==> src/rtl/hazard_pkg.sv <==
// Shared types and constants for the pipeline hazard controller.
package hazard_pkg;

  typedef enum logic {
    RUN     = 1'b0,
    MC_WAIT = 1'b1
  } state_t;

  localparam int          MC_TIMEOUT_DEFAULT = 32;
  localparam logic [31:0] NOP                = 32'h0000_0013;

endpackage

==> src/rtl/hazard_ctrl_watchdog.sv <==
// Multi-cycle watchdog: counts enabled cycles and flags expiry once the count
// reaches the limit, so a hung multi-cycle unit cannot stall the pipe forever.
module mc_watchdog (
  input  logic       clk,
  input  logic       rst,
  input  logic       clear,
  input  logic       enable,
  input  logic [7:0] limit,
  output logic       expired,
  output logic [7:0] count
);

  // NOTE: sequential state uses non-blocking assignments only, so every flop
  // samples pre-edge values regardless of block evaluation order.
  always_ff @(posedge clk) begin
    if (rst || clear) begin
      count <= '0;
    end else if (enable && count != 8'hFF) begin
      count <= count + 8'd1;
    end
  end

  assign expired = enable && (count >= limit);

endmodule

==> src/rtl/hazard_ctrl.sv <==
// Hazard controller: branch flush, load-use stall, multi-cycle wait with
// watchdog release. Define HAZARD_FWD_EN to enable W->E operand forwarding.
module hazard_ctrl
  import hazard_pkg::*;
#(
  parameter int MC_TIMEOUT = MC_TIMEOUT_DEFAULT
) (
  input  logic        clk,
  input  logic        rst,
  input  logic [4:0]  rs1_d,
  input  logic [4:0]  rs2_d,
  input  logic [4:0]  rs1_e,
  input  logic [4:0]  rs2_e,
  input  logic [4:0]  rd_e,
  input  logic        reg_write_e,
  input  logic        load_e,
  input  logic [4:0]  rd_w,
  input  logic        reg_write_w,
  input  logic        branch_taken_e,
  input  logic        mc_start_e,
  input  logic        mc_done,
  output logic        stall_f,
  output logic        stall_d,
  output logic        stall_e,
  output logic        flush_d,
  output logic        flush_e,
  output logic        fwd_a_e,
  output logic        fwd_b_e,
  output logic        mc_timeout,
  output logic [31:0] stall_cycles
);

  localparam logic [7:0] WD_LIMIT = 8'(MC_TIMEOUT - 1);

  state_t     state, state_nxt;
  logic       load_use;
  logic       wd_expired;
  logic [7:0] wd_count;
  logic       unused_count;

  mc_watchdog u_watchdog (
    .clk     (clk),
    .rst     (rst),
    .clear   (state != MC_WAIT),
    .enable  (state == MC_WAIT),
    .limit   (WD_LIMIT),
    .expired (wd_expired),
    .count   (wd_count)
  );

  // The live count is only for debug visibility; expiry is all we act on.
  assign unused_count = ^wd_count;

`ifdef HAZARD_FWD_EN
  assign load_use = load_e && reg_write_e && (rd_e != 5'd0) &&
                    ((rd_e == rs1_d) || (rd_e == rs2_d));
  assign fwd_a_e  = !rst && reg_write_w && (rd_w != 5'd0) && (rd_w == rs1_e);
  assign fwd_b_e  = !rst && reg_write_w && (rd_w != 5'd0) && (rd_w == rs2_e);
`else
  logic unused_fwd;
  // Without a bypass path every in-flight register write must stall D.
  assign load_use   = reg_write_e && (rd_e != 5'd0) &&
                      ((rd_e == rs1_d) || (rd_e == rs2_d));
  assign fwd_a_e    = 1'b0;
  assign fwd_b_e    = 1'b0;
  assign unused_fwd = ^{load_e, rs1_e, rs2_e, rd_w, reg_write_w};
`endif

  always_ff @(posedge clk) begin
    if (rst) state <= RUN;
    else     state <= state_nxt;
  end

  always_comb begin
    state_nxt = state;
    case (state)
      RUN:     if (!branch_taken_e && mc_start_e) state_nxt = MC_WAIT;
      MC_WAIT: if (mc_done || wd_expired)         state_nxt = RUN;
      default: state_nxt = RUN;
    endcase
  end

  always_comb begin
    // NOTE: every output gets a default before the case so no path leaves a
    // signal unassigned, which would otherwise infer a latch.
    stall_f    = 1'b0;
    stall_d    = 1'b0;
    stall_e    = 1'b0;
    flush_d    = 1'b0;
    flush_e    = 1'b0;
    mc_timeout = 1'b0;
    if (!rst) begin
      case (state)
        RUN: begin
          if (branch_taken_e) begin
            flush_d = 1'b1;
            flush_e = 1'b1;
          end else if (mc_start_e) begin
            stall_f = 1'b1;
            stall_d = 1'b1;
            stall_e = 1'b1;
          end else if (load_use) begin
            stall_f = 1'b1;
            stall_d = 1'b1;
            flush_e = 1'b1;
          end
        end
        MC_WAIT: begin
          // A result arriving on the expiry cycle is a normal completion.
          if (mc_done) begin
            mc_timeout = 1'b0;
          end else if (wd_expired) begin
            mc_timeout = 1'b1;
          end else begin
            stall_f = 1'b1;
            stall_d = 1'b1;
            stall_e = 1'b1;
          end
        end
        default: ;
      endcase
    end
  end

  always_ff @(posedge clk) begin
    if (rst) begin
      stall_cycles <= '0;
    end else if (stall_d && stall_cycles != 32'hFFFF_FFFF) begin
      stall_cycles <= stall_cycles + 32'd1;
    end
  end

endmodule
==> config.mk <==
export PLATFORM = sky130hd
export DESIGN_NAME = hazard_ctrl
export DESIGN_NICKNAME = d
export VERILOG_FILES = /design/src/rtl/hazard_pkg.sv /design/src/rtl/hazard_ctrl_watchdog.sv /design/src/rtl/hazard_ctrl.sv
export SDC_FILE = /design/constraint.sdc
export NUM_CORES = 1
export LEC_CHECK = 0
export CORE_UTILIZATION = 45
export DETAILED_ROUTE_END_ITERATION = 8
export HOLD_SLACK_MARGIN = 0.15
export PLACE_DENSITY = 0.85
export SETUP_SLACK_MARGIN = 0.4
export SYNTH_ARGS = -nofsm -noshare
export SYNTH_HDL_FRONTEND = slang
export SYNTH_SLANG_ARGS = --single-unit
==> constraint.sdc <==
create_clock -name clk -period 9.7 [get_ports clk]
set_input_delay 2.91 -clock clk [delete_from_list [all_inputs] [get_ports clk]]
set_output_delay 2.91 -clock clk [all_outputs]
set_load 0.1 [all_outputs]
Word-level counts from Yosys, hierarchy flattened
Index checks and enable logic that the tools add are counted.
{"block": "totals", "ff_bits": 41, "in_bits": 38, "output_inout_bits": 40}
{"block": "op_classes", "addsub": 2, "magnitude_cmp": 1, "eq_ne": 4, "muxes": 25, "bitwise": 1, "reduce_logical": 11}
{"cell": "32-bit by 1-bit adder with 32-bit output, second input constant", "count": 1}
{"cell": "32-bit inequality test, second input constant", "count": 1}
{"cell": "1-bit 2-to-1 mux", "count": 22}
{"cell": "5-bit == test", "count": 2}
{"cell": "8-bit by 1-bit adder with 8-bit output, second input constant", "count": 1}
{"cell": "8-bit by 5-bit >= comparator with 1-bit output, second input constant", "count": 1}
{"cell": "8-bit inequality test, second input constant", "count": 1}
{"cell": "1-bit logical AND", "count": 6}
{"cell": "1-bit case mux with 2 select lines", "count": 3}
{"cell": "5-bit nonzero test", "count": 1}
{"cell": "1-bit logical OR", "count": 3}
{"cell": "1-bit logical NOT", "count": 1}
{"cell": "1-bit inverter", "count": 1}

Logic depth before layout (Yosys ltp)
{"block": "depth", "depth_word": 9, "depth_mapped": 9, "depth_no_buf": 7}

By module
A second synthesis with hierarchy kept.
{"block": "unflattened", "hier_cells": 312, "hier_area_um2": 2556.2}
{"module": "hazard_ctrl", "n_inst": 1, "cells_per_inst": 239, "area_per_inst_um2": 1945.6}
{"module": "mc_watchdog", "n_inst": 1, "cells_per_inst": 73, "area_per_inst_um2": 610.6}

Least setup slack after synthesis
No wires, ideal clock.
{"block": "synth_path", "path_type": "input-to-output", "startpoint": "in rst", "endpoint": "out stall_f", "t_arrival_ps": 5730, "required_time_ps": 6790, "path_slack_ps": 1060, "stages": 6, "n_path_buf": 2, "cell_sequence": "nand2b_1 -> o41ai_4 -> a21oi_1 -> buf_2 -> inv_1 -> buf_4"}
{"block": "synth_via", "elab_chain_len": 1}
{"element": "from (decl)", "line": "hazard_ctrl.sv:9", "rtl": "input logic rst,"}
{"element": "1-bit 2-to-1 mux"}
{"element": "to (decl)", "line": "hazard_ctrl.sv:22", "rtl": "output logic stall_f,"}
No other way between the ends.

Worst setup path in the final report
{"block": "layout_path", "startpoint": "in rd_e[1]", "endpoint": "out flush_e"}
{"block": "layout_via", "elab_chain_len": 8}
{"element": "from (decl)", "line": "hazard_ctrl.sv:14", "rtl": "input logic [4:0] rd_e,"}
{"element": "5-bit == test or 5-bit nonzero test (tied branches)", "line": "hazard_ctrl.sv:63, hazard_ctrl.sv:62"}
{"element": "1-bit logical OR or 1-bit logical AND (tied branches)", "line": "hazard_ctrl.sv:63, hazard_ctrl.sv:62"}
{"element": "1-bit logical AND *", "line": "hazard_ctrl.sv:62", "rtl": "assign load_use = reg_write_e && (rd_e != 5'd0) &&"}
{"element": "1-bit 2-to-1 mux *", "line": "hazard_ctrl.sv:102", "rtl": "end else if (load_use) begin"}
{"element": "1-bit 2-to-1 mux *", "line": "hazard_ctrl.sv:98", "rtl": "end else if (mc_start_e) begin"}
{"element": "1-bit 2-to-1 mux *", "line": "hazard_ctrl.sv:95", "rtl": "if (branch_taken_e) begin"}
{"element": "1-bit 2-to-1 mux *", "line": "hazard_ctrl.sv:93", "rtl": "case (state)"}
{"element": "1-bit 2-to-1 mux *", "line": "hazard_ctrl.sv:92", "rtl": "if (!rst) begin"}
{"element": "to (decl)", "line": "hazard_ctrl.sv:26", "rtl": "output logic flush_e,"}
Mark *: on every way between the ends. The rest lies on a longest branch, timed or not.

==> impl_results.md <==
* Crit path top cell by count: clkdlybuf4s50_1
* HPWL Detailed at 4.124 mm
* Core ar. at 5075 um^2
* R2R cell count at 6
* Nets at ~380
* CTS max path bufs at 2
* Port Buffers at 58
* Outcome: completed
* Cell Chain, Critical Path: clkdlybuf4s50_1 -> or4_1 -> o21ai_0 -> nor2_1 -> a21oi_1 -> nor3_1 -> clkdlybuf4s50_1
* Pre-antenna DRT Iters at 4
* Cell Rows at 26
* Max stage delay cell, worst path: clkdlybuf4s50_1
* Crit start category: input pin
* Clk sinks at 41
* Antenna violations before repair at 0
* RePlAce Congestion at 0.8834
* Yosys reg bits at roughly 40
* Max VDD drop at 0.04953 mV
* CP endpoint kind: primary output
* Clk_skew at roughly 0.008 ns
* Top Family by Delay on Critical Path: buffers and inverters
* Final Util at 0.5969
* Synth Area per Inst at 8.297 um^2
* H-tree depth at 2
* Endpoints failing hold at 0
* Global-route wire length before repair at 9.052 mm
* Post-route worst setup slack at 1.384 ns
* Hold Crit Class: register to register
* Starting DRC count in detailed routing at between 100 and 150
* PD cells at around 110 nW/um^2
* Async SR Flop Fraction at 0
* Reg2reg end: stall_cycles[9]
* Clk_lat worst skew at between 0.2 and 0.3 ns
* Pins Over Slew Limit at 0
* Share of layout cells above drive strength 1 at 0.07080
* Pre-CTS setup slack at roughly 1.4 ns
* Die area at 5549 um^2
* Flop2flop setup slack at between 6 and 7 ns
* # Post-CTS Setup Buffers at 0
* Final setup fails at 0
* RSZ-0062 raised after global routing: false
* Min Hold Slack at 0.5130 ns
* Cell variety after synth at 43
* Worst Hold Depth at 2
* Max Fclk at between 100 and 150 MHz
* Largest net degree at the start of global routing at 46
* Vias per std cell at roughly 5.7
* # diodes at 0
* Register area share after synthesis at 0.3471
* CP Data Arrival Time at 5.41 ns
* Layout area overhead at 28.10%
* Initial core utilization at 0.4660
* WL final at 5.636 mm
* Period utilisation layout at 0.8573
* Required time worst endpoint at just under 7 ns
* All-Layer GR Usage at 0.2067
* Post-Syn Instances at about 290
* Leakage at 0.0009248 uW
* Critical-path maximum fanout at 3
* Routed Antenna Nets at 0
* Die width at 74.49 um
* Vias after detailed routing at approximately 2400
* Synthesized area at 2365 um^2
* Vias in the first global route at slightly above 2000
* YS warnings at 0
* Root Driver: clkbuf_8
* Worst path bufs/invs at 2
* Drt drc at 0
* Hold_buf cts at 0
* Min-Delay Endpoint: stall_cycles[27]
* HP Start: stall_cycles[27]
* Post-CTS sizing at 0
* Clk slew on worst S/H paths at 0.08 ns
* Overflow after GRT at 0
* CTS Buf Count at 5
* Worst setup path class: input pin to primary output
* Most frequent cells in the layout: clkdlybuf4s50_1, dfxtp_1, a21oi_1, nor2_1, nand2_1
* CTS tree: yes
* Reg2reg start: stall_cycles[6]
* Ys flop type: dfxtp_1
* Tmin final at 8.316 ns
* Commonest non-fill, non-tap cell in the layout: clkdlybuf4s50_1
* Die height at 74.49 um
* Number of synthesized flops with an enable pin at 0
* Setup TNS at 0 ns
* Slew @ Worst Pin at 1.001 ns
* Total of max-cap violations at 0
* IO Pins at 78
* Wirelength per Cell at roughly 14 um
* Rel. slew slack at 0.3311
* CP max stage delay at 0.98 ns
* Fillers at 468
registers in the layout, summed over array words and instances, names as in the netlist:
signal            flops
u_watchdog.count      8
stall_cycles         32
state                 1
worst reg2reg max path, delay by kind of cell (launching register included):
family	cells	cell delay [ns]
and+or+nand+nor	3	0.93
AOI/OAI and AO/OA	2	1.03
muxes	1	0.34
DFF	1	0.45
per-layer routing:
metal  vias to the layer above  GRT usage  share of wire
met5                         -          0              0
met4                         0    0.05241         0.0030
met3                         2    0.05420          0.044
met2                        61     0.3473           0.50
met1                      1118     0.2628           0.46
li1                       1169          -              -
layout make-up:
cell class                 count  area, um^2  area share
timing repair buffer          60       585.6      0.1933
sequential                    41       820.8      0.2710
tap                           70       87.58     0.02891
multi-input combinational    225        1430      0.4721
clock inverter                 3       17.52    0.005783
clock buffer                   5       68.82     0.02272
inverter                       5       18.77    0.006196
metrics by stage:
step / total power, uW / cell area [um^2] / cells
2_1_floorplan: 210.7 / 2369 / 286
3_3_place_gp: 223.2 / 2943 / 401
3_5_place_dp: 224.5 / 2943 / 401
4_1_cts: 332.1 / 3029 / 409
5_1_grt: 345.3 / 3029 / 409
6_report: 329.7 / 3029 / 409
cells in the mapped netlist (all sizes together) (11+ instances only):
| library cell | n | share of area |
|---|---|---|
| nand4 | 11 | 0.032 |
| nand2 | 23 | 0.037 |
| dfxtp | 41 | 0.35 |
| o21ai | 13 | 0.028 |
| or3 | 14 | 0.039 |
| nor2 | 24 | 0.038 |
| xnor2 | 14 | 0.052 |
| o31ai | 13 | 0.041 |
| a21oi | 29 | 0.066 |
| or4 | 14 | 0.044 |
| nand3 | 19 | 0.040 |
kinds of logic (layout without fill, tap and decap cells):
logic type,Yosys count,after routing,share of synthesized area
compound gates,61,61,0.1698
xor+xnor,18,18,0.06667
fa+ha+maj,2,2,0.01058
buf+inv,20,73,0.04973
flops,41,41,0.3471
mux,7,7,0.03227
other cells,1,2,0.001586
simple gates,135,135,0.3222
power by group:
part | switching (uW) | internal (uW) | leakage, uW
Clock | 59.7 | 49.6 | 0.0000439
Combinational | 32.9 | 17.2 | 0.000550
Sequential | 1.29 | 169 | 0.000330
how the worst max path moves through the flow:
stage | endpoint | start | depth (start not counted) | slack, ns
floorplan | stall_f | rst | 6 | 1.06
global placement | flush_e | rd_e[1] | 7 | 1.40
detailed placement | flush_e | rd_e[4] | 7 | 1.36
CTS | flush_e | rd_e[4] | 7 | 1.36
global route | flush_e | rd_e[1] | 7 | 1.25
finish | flush_e | rd_e[1] | 7 | 1.38
No activity file was read; power rests on OpenSTA's default activity.
